**src/rtl/mem_port_arbiter_pkg.sv**
```systemverilog
// Shared types for the memory port arbiter: port IDs, grant states and
// the owner-FIFO entry that routes each bus response back to its issuer.
package mem_port_arbiter_pkg;

    localparam logic PORT_IF   = 1'b0;  // instruction fetch
    localparam logic PORT_DATA = 1'b1;  // EXE data_sram

    typedef enum logic [1:0] {
        ST_IDLE = 2'd0,
        ST_G0   = 2'd1,
        ST_G1   = 2'd2
    } grant_state_e;

    // One accepted-but-unanswered transaction. kill marks a fetch whose
    // response must be swallowed because a flush happened after issue.
    typedef struct packed {
        logic port;
        logic kill;
    } owner_t;

endpackage

```
**src/rtl/mem_port_arbiter_if.sv**
```systemverilog
// SRAM-like request/response bundle (req/addr_ok/data_ok). The master
// issues requests; the slave accepts them and returns responses.
interface mem_port_arbiter_if;

    logic        req;
    logic        wr;
    logic [3:0]  wstrb;
    logic [31:0] addr;
    logic [31:0] wdata;
    logic        addr_ok;
    logic        data_ok;
    logic [31:0] rdata;

    modport master (
        output req, wr, wstrb, addr, wdata,
        input  addr_ok, data_ok, rdata
    );

    modport slave (
        input  req, wr, wstrb, addr, wdata,
        output addr_ok, data_ok, rdata
    );

endinterface

```
**src/rtl/mem_port_arbiter_owner_fifo.sv**
```systemverilog
// In-order FIFO of transaction owners. The head tells the arbiter which
// port the next bus response belongs to; kill_port0 marks every queued
// fetch (and a fetch being pushed this cycle) as dead.
module mem_port_arbiter_owner_fifo
    import mem_port_arbiter_pkg::*;
#(
    parameter int DEPTH = 4
) (
    input  logic   clk,
    input  logic   resetn,
    input  logic   push,
    input  owner_t push_entry,
    input  logic   pop,
    input  logic   kill_port0,
    output owner_t head,
    output logic   full,
    output logic   empty
);

    localparam int PW = $clog2(DEPTH);

    typedef logic [PW-1:0] ptr_t;
    typedef logic [PW:0]   cnt_t;

    owner_t mem [DEPTH];
    ptr_t   wr_ptr;
    ptr_t   rd_ptr;
    cnt_t   count;
    logic   do_push;
    logic   do_pop;

    assign full    = (count == cnt_t'(DEPTH));
    assign empty   = (count == '0);
    assign do_pop  = pop & ~empty;
    assign do_push = push & (~full | do_pop);
    assign head    = mem[rd_ptr];

    // Entry storage: flush marks queued fetches dead, push writes the tail.
    // NOTE: the storage array has no reset; validity comes only from count,
    // so clearing the pointers is enough and keeps the array a plain RAM.
    // Killing stale (invalid) fetch slots is harmless because a push
    // rewrites the whole entry.
    always_ff @(posedge clk) begin
        for (int i = 0; i < DEPTH; i++) begin
            if (kill_port0 && (mem[i].port == PORT_IF)) begin
                mem[i].kill <= 1'b1;
            end
        end
        if (do_push) begin
            mem[wr_ptr] <= '{port: push_entry.port,
                             kill: push_entry.kill | (kill_port0 & (push_entry.port == PORT_IF))};
        end
    end

    // Pointers wrap naturally because DEPTH is a power of two.
    // NOTE: sequential state uses non-blocking assignments so every register
    // samples pre-edge values regardless of statement order.
    always_ff @(posedge clk or negedge resetn) begin
        if (!resetn) begin
            wr_ptr <= '0;
            rd_ptr <= '0;
            count  <= '0;
        end else begin
            if (do_push) wr_ptr <= wr_ptr + ptr_t'(1);
            if (do_pop)  rd_ptr <= rd_ptr + ptr_t'(1);
            case ({do_push, do_pop})
                2'b10:   count <= count + cnt_t'(1);
                2'b01:   count <= count - cnt_t'(1);
                default: count <= count;
            endcase
        end
    end

endmodule

```
**src/rtl/mem_port_arbiter.sv**
```systemverilog
// Shares one SRAM-like bus between the fetch port (p0) and the data port
// (p1). Data wins by default; a starvation counter forces a fetch grant
// after STARVE_MAX lost cycles. Responses return in order through the
// owner FIFO; fetches killed by a flush are answered on the bus but
// never reported to p0.
module mem_port_arbiter
    import mem_port_arbiter_pkg::*;
#(
    parameter int OUTSTANDING = 4,
    parameter int STARVE_MAX  = 3
) (
    input  logic                 clk,
    input  logic                 resetn,
    input  logic                 flush,
    mem_port_arbiter_if.slave    p0,
    mem_port_arbiter_if.slave    p1,
    mem_port_arbiter_if.master   m
);

    localparam int SW = $clog2(STARVE_MAX + 1);
    typedef logic [SW-1:0] starve_t;

    grant_state_e state;
    starve_t      starve_cnt;
    owner_t       head;
    owner_t       push_entry;
    logic         fifo_full;
    logic         fifo_empty;
    logic         accept;
    logic         pop;
    logic         slot_free;
    logic         p0_wins;
    logic         unused_p0;

    // Fetch is read-only; its write-side bundle signals are ignored.
    assign unused_p0 = ^{p0.wr, p0.wstrb, p0.wdata};

    assign accept     = m.addr_ok && (state != ST_IDLE);
    assign pop        = m.data_ok && !fifo_empty;
    // A response retiring this cycle frees a slot for the grant chosen now.
    assign slot_free  = !fifo_full || pop;
    assign p0_wins    = p0.req && (!p1.req || (starve_cnt == starve_t'(STARVE_MAX)));
    assign push_entry = '{port: (state == ST_G1) ? PORT_DATA : PORT_IF, kill: 1'b0};

    // Grant FSM: pick a winner when idle, hold it until the bus accepts.
    // A flush abandons a fetch grant that has not been accepted yet.
    always_ff @(posedge clk or negedge resetn) begin
        if (!resetn) begin
            state <= ST_IDLE;
        end else begin
            case (state)
                ST_IDLE: if ((p0.req || p1.req) && slot_free) state <= p0_wins ? ST_G0 : ST_G1;
                ST_G0:   if (accept || flush) state <= ST_IDLE;
                ST_G1:   if (accept) state <= ST_IDLE;
                default: state <= ST_IDLE;
            endcase
        end
    end

    // Starvation counter: counts cycles fetch waits behind a data grant.
    always_ff @(posedge clk or negedge resetn) begin
        if (!resetn) begin
            starve_cnt <= '0;
        end else if (!p0.req || (accept && (state == ST_G0))) begin
            starve_cnt <= '0;
        end else if ((state == ST_G1) && (starve_cnt != starve_t'(STARVE_MAX))) begin
            starve_cnt <= starve_cnt + starve_t'(1);
        end
    end

    // Bus request mux: the granted port's inputs pass straight through.
    // NOTE: every output gets a default before the case so no latch is
    // inferred for states that leave a signal untouched.
    always_comb begin
        m.req   = 1'b0;
        m.wr    = 1'b0;
        m.wstrb = 4'b0;
        m.addr  = 32'b0;
        m.wdata = 32'b0;
        case (state)
            ST_G0: begin
                m.req  = 1'b1;
                m.addr = p0.addr;
            end
            ST_G1: begin
                m.req   = 1'b1;
                m.wr    = p1.wr;
                m.wstrb = p1.wr ? p1.wstrb : 4'b0;
                m.addr  = p1.addr;
                m.wdata = p1.wdata;
            end
            default: ;
        endcase
    end

    assign p0.addr_ok = m.addr_ok && (state == ST_G0);
    assign p1.addr_ok = m.addr_ok && (state == ST_G1);

    // Response demux: the FIFO head names the owner of each data_ok.
    assign p1.data_ok = pop && (head.port == PORT_DATA);
    assign p0.data_ok = pop && (head.port == PORT_IF) && !head.kill;
    assign p1.rdata   = p1.data_ok ? m.rdata : 32'b0;
    assign p0.rdata   = p0.data_ok ? m.rdata : 32'b0;

    mem_port_arbiter_owner_fifo #(.DEPTH(OUTSTANDING)) u_owner_fifo (
        .clk        (clk),
        .resetn     (resetn),
        .push       (accept),
        .push_entry (push_entry),
        .pop        (pop),
        .kill_port0 (flush),
        .head       (head),
        .full       (fifo_full),
        .empty      (fifo_empty)
    );

    // A response with nothing outstanding is a bus protocol violation.
    assert property (@(posedge clk) disable iff (!resetn) !(m.data_ok && fifo_empty));

endmodule

```
**src/flat_wrapper.sv**
```systemverilog
// flat-port wrapper written by rule: the top's interface ports become plain ports
module mem_port_arbiter_flat import mem_port_arbiter_pkg::*;
#(
    parameter int OUTSTANDING = 4,
    parameter int STARVE_MAX  = 3
)
  (clk, resetn, flush, p0_req, p0_wr, p0_wstrb, p0_addr, p0_wdata, p0_addr_ok, p0_data_ok, p0_rdata, p1_req, p1_wr, p1_wstrb, p1_addr, p1_wdata, p1_addr_ok, p1_data_ok, p1_rdata, m_req, m_wr, m_wstrb, m_addr, m_wdata, m_addr_ok, m_data_ok, m_rdata);
  mem_port_arbiter_if p0_i ();
  mem_port_arbiter_if p1_i ();
  mem_port_arbiter_if m_i ();
  input  logic clk;
  input  logic resetn;
  input  logic flush;
  input wire logic [$bits(p0_i.req)-1:0] p0_req;
  input wire logic [$bits(p0_i.wr)-1:0] p0_wr;
  input wire logic [$bits(p0_i.wstrb)-1:0] p0_wstrb;
  input wire logic [$bits(p0_i.addr)-1:0] p0_addr;
  input wire logic [$bits(p0_i.wdata)-1:0] p0_wdata;
  output wire logic [$bits(p0_i.addr_ok)-1:0] p0_addr_ok;
  output wire logic [$bits(p0_i.data_ok)-1:0] p0_data_ok;
  output wire logic [$bits(p0_i.rdata)-1:0] p0_rdata;
  input wire logic [$bits(p1_i.req)-1:0] p1_req;
  input wire logic [$bits(p1_i.wr)-1:0] p1_wr;
  input wire logic [$bits(p1_i.wstrb)-1:0] p1_wstrb;
  input wire logic [$bits(p1_i.addr)-1:0] p1_addr;
  input wire logic [$bits(p1_i.wdata)-1:0] p1_wdata;
  output wire logic [$bits(p1_i.addr_ok)-1:0] p1_addr_ok;
  output wire logic [$bits(p1_i.data_ok)-1:0] p1_data_ok;
  output wire logic [$bits(p1_i.rdata)-1:0] p1_rdata;
  output wire logic [$bits(m_i.req)-1:0] m_req;
  output wire logic [$bits(m_i.wr)-1:0] m_wr;
  output wire logic [$bits(m_i.wstrb)-1:0] m_wstrb;
  output wire logic [$bits(m_i.addr)-1:0] m_addr;
  output wire logic [$bits(m_i.wdata)-1:0] m_wdata;
  input wire logic [$bits(m_i.addr_ok)-1:0] m_addr_ok;
  input wire logic [$bits(m_i.data_ok)-1:0] m_data_ok;
  input wire logic [$bits(m_i.rdata)-1:0] m_rdata;
  assign p0_i.req = p0_req;
  assign p0_i.wr = p0_wr;
  assign p0_i.wstrb = p0_wstrb;
  assign p0_i.addr = p0_addr;
  assign p0_i.wdata = p0_wdata;
  assign p0_addr_ok = p0_i.addr_ok;
  assign p0_data_ok = p0_i.data_ok;
  assign p0_rdata = p0_i.rdata;
  assign p1_i.req = p1_req;
  assign p1_i.wr = p1_wr;
  assign p1_i.wstrb = p1_wstrb;
  assign p1_i.addr = p1_addr;
  assign p1_i.wdata = p1_wdata;
  assign p1_addr_ok = p1_i.addr_ok;
  assign p1_data_ok = p1_i.data_ok;
  assign p1_rdata = p1_i.rdata;
  assign m_req = m_i.req;
  assign m_wr = m_i.wr;
  assign m_wstrb = m_i.wstrb;
  assign m_addr = m_i.addr;
  assign m_wdata = m_i.wdata;
  assign m_i.addr_ok = m_addr_ok;
  assign m_i.data_ok = m_data_ok;
  assign m_i.rdata = m_rdata;
  mem_port_arbiter #(.OUTSTANDING(OUTSTANDING), .STARVE_MAX(STARVE_MAX)) u_core (.clk(clk), .resetn(resetn), .flush(flush), .p0(p0_i), .p1(p1_i), .m(m_i));
endmodule
```
**config.mk**
```make
export PLATFORM = sky130hd
export DESIGN_NAME = mem_port_arbiter_flat
export DESIGN_NICKNAME = d
export VERILOG_FILES = /design/src/rtl/mem_port_arbiter_pkg.sv /design/src/rtl/mem_port_arbiter_if.sv /design/src/rtl/mem_port_arbiter_owner_fifo.sv /design/src/rtl/mem_port_arbiter.sv /design/src/flat_wrapper.sv
export SDC_FILE = /design/constraint.sdc
export NUM_CORES = 1
export LEC_CHECK = 0
export BUFFER_PORTS_ARGS = -buffer_cell sky130_fd_sc_hd__buf_2
export CAP_MARGIN = 20
export CORE_AREA = 2 2 121 123
export CTS_CLUSTER_DIAMETER = 100
export CTS_CLUSTER_SIZE = 28
export DETAILED_ROUTE_END_ITERATION = 8
export DIE_AREA = 0 0 123 125
export GPL_ROUTABILITY_DRIVEN = 0
export GPL_TIMING_DRIVEN = 0
export SYNTH_ARGS = -nofsm -noshare
export SYNTH_HDL_FRONTEND = slang
export SYNTH_HIERARCHICAL = 1
export SYNTH_SLANG_ARGS = --single-unit
```
**constraint.sdc**
```tcl
create_clock -name clk -period 6.28 [get_ports clk]
set_clock_uncertainty 0.2 [all_clocks]
set_input_delay 0.942 -clock clk [delete_from_list [all_inputs] [get_ports clk]]
set_output_delay 0.942 -clock clk [all_outputs]
set_load 0.05 [all_outputs]
```
==> qor.csv <==
stage,metric,value,unit
timing,rsz0062_at_grt,no,
global_route,grt_pass1_vias,3016,
power,power,1990,uW
clocking,clkSinkCount,19,
worst_setup_path,worstSetupStartpointType,register,
hold_path,whs_endpoint,u_core/u_owner_fifo/mem[1][0],
routing,drtAntennaViolNets,0,
routing,wl,10.16,mm
clocking,cts_setup_buffers,0,
synthesis,synth.distinct_cells,43,
floorplan,ioPinCount,315,
final_layout,n_fill_cell,1576,
synthesis,synth_edf_count,4,
status,status,completed,
timing,finalHoldViolCount,0,
synthesis,yosysTopAreaCellShare,17.77,%
floorplan,start_util,16.85,%
floorplan,die_area,0.01538,mm^2
routing,viasPerCell,4.232,
final_layout,antenna_cells,0,
routing,vias,3263,
clocking,cts-root-buf,clkbuf_16,
hold_path,hp-class,reg2reg,
global_route,grt_util_met1,12.89,%
floorplan,rows,44,
final_layout,layout-drive-gt1-share,51.45,%
timing,setup_slack,2.580,ns
routing,drcViolationCount,0,
clocking,tritoncts,done,
clocking,cts_buffers,3,
power,max-vdd-ir-drop,195.8,uV
floorplan,die_x,123,um
routing,wl_per_cell,13.17,um
routing,dr.pass1.iters,4,
worst_setup_path,reg2reg_slack,3.06,ns
timing,setup_viol,0,
synthesis,synthFlopType,dfrtp_1,
timing,maxSlewViolCount,0,
synthesis,ys_async_sr_fraction,57.89,%
clocking,post_cts_resized,0,
global_route,grt_max_degree,13,
synthesis,ys_ff_latch,19,
synthesis,yosys.area.top_type,and2_1,
timing,min_period_over_period,58.91,%
worst_setup_path,crit_arrival,2.56,ns
worst_setup_path,reg2reg_depth,11,
routing,drtIter0Drc,66,
clocking,clk_pin_slew,0.05,ns
clocking,clkLatencyLatePin,0.25,ns
floorplan,die_h,125,um
worst_setup_path,path_class,reg2out,
timing,finalCriticalPeriod,3.700,ns
synthesis,seq_area_frac_synth,19.86,%
placed_design,place_hpwl,8.651,mm
global_route,top_usage_layer,met2,
worst_setup_path,critPathCaptureType,output pin,
power,power_density,486.6,mW/mm^2
worst_setup_path,reg2reg_from,u_core/u_owner_fifo/count[1],
placed_design,dp_slack,2.692,ns
final_layout,final_util,28.80,%
floorplan,core,0.01420,mm^2
global_route,antenna_found_initial,0,
synthesis,yosysWarnings,6,
timing,fmax,270.3,MHz
timing,fin_setup_tns,0,ns
global_route,grt_pass1_wl,14.88,mm
global_route,grtUsageMet2,24.08,%
flow_run,max_cap_viol_count,0,
global_route,track_usage,12.09,%
synthesis,synthTopCellsByArea,"and2_1 (18%), dfrtp_1 (12%), a22oi_1 (10%), and3_1 (9.7%), nor2b_1 (9.4%)",
placed_design,io_buffer_count,277,
worst_setup_path,r2r-end,u_core/u_owner_fifo/count[2],
synthesis,synthCells,306,
clocking,clockBufferDepth,2,
final_layout,final_cell_mix,"buf_2 (286), and2_1 (68), and3_1 (37)",
hold_path,holdPathStages,2,
final_layout,areaGrowthSynthToFinish,70.88,%
clocking,cts_hold_buf,0,
final_layout,final_common_cell,buf_2,
hold_path,worst_hold_startpoint,u_core/u_owner_fifo/mem[1][0],
synthesis,mappedNetlistNets,492,
power,p_leak,0.002401,uW
synthesis,synth_area_per_cell,7.822,um^2
worst_setup_path,cp.required,5.14,ns
global_route,grtUsageMet3,2.646,%
worst_setup_path,cp_max_fo,10,
final_layout,num-nets-final,774,
clocking,htree_levels,1,
global_route,gr-total-overflow,0,
synthesis,syn_area,0.002394,mm^2
worst max path at each step:
stage,startpoint,end,cells after the start
after global routing,u_core/u_owner_fifo/rd_ptr[0],p0_rdata[2],5
after global placement,m_data_ok,u_core/u_owner_fifo/count[2],11
final,u_core/u_owner_fifo/rd_ptr[0],p0_rdata[2],5
after CTS,u_core/u_owner_fifo/rd_ptr[0],p0_rdata[2],5
after floorplan,u_core/u_owner_fifo/rd_ptr[0],p0_rdata[22],4
after detailed placement,m_data_ok,u_core/u_owner_fifo/count[2],11
cell families after synthesis:
logic type | synth area share [%]
compound gates | 16.78
xor+xnor | 2.195
fa+ha+maj | 5.018
buf+inv | 7.266
flops | 19.86
mux | 4.443
other cells | 0.1567
simple gates | 44.28
power by group:
part / internal [uW] / switching (uW) / total, uW
Clock: 85.3 / 45.2 / 131
Sequential: 175 / 46.2 / 221
Combinational: 494 / 1140 / 1640
state kept, by name (all words and copies together) (netlist names):
signal                      flops
u_core/starve_cnt               2
u_core/state                    2
u_core/u_owner_fifo/count       3
u_core/u_owner_fifo/mem         8
u_core/u_owner_fifo/rd_ptr      2
u_core/u_owner_fifo/wr_ptr      2
layer usage:
layer,routed length [um],part of all wire (%)
met5,0,0
met4,76,0.75
met3,1014,10
met2,5239,52
met1,3825,38
layout make-up:
type	instances	area, um^2	share of cell area, %
Inverter	14	52.55	1.285
Buffer	27	121.4	2.967
Multi-Input combinational cell	246	1744	42.64
Tap cell	184	230.2	5.629
Clock inverter	1	5.005	0.1224
Timing Repair Buffer	277	1386	33.89
Sequential cell	19	475.5	11.62
Clock buffer	3	75.07	1.835
cells in the mapped netlist, drive strengths merged, types with 3 or more instances:
cell type and n:
inv 14, a22oi 33, dfrtp 11, buf 10, nand2b 4, mux2i 5, xnor2 4, a21oi 7
nor2b 37, nand2 7, o21ai 3, and2 68, ha 8, edfxtp 4, clkbuf 17, dfxtp 4
and3 37, nor2 9
through the flow:
stage,hold WS [ns],cell area (um^2),std cells
floorplan,0.2718,2394,306
detailed placement,0.3014,4010,767
global route,0.3476,4090,771
global placement,0.2914,4010,767
CTS,0.3105,4090,771
finish,0.3132,4090,771
critical path: stages, from the launching register on:
cell and delay, ns:
dfrtp_1 0.46, mux4_2 0.62, nor3_2 0.41, clkbuf_1 0.32
and2_1 0.22, buf_2 0.27
(Power assumes the default switching activity.)
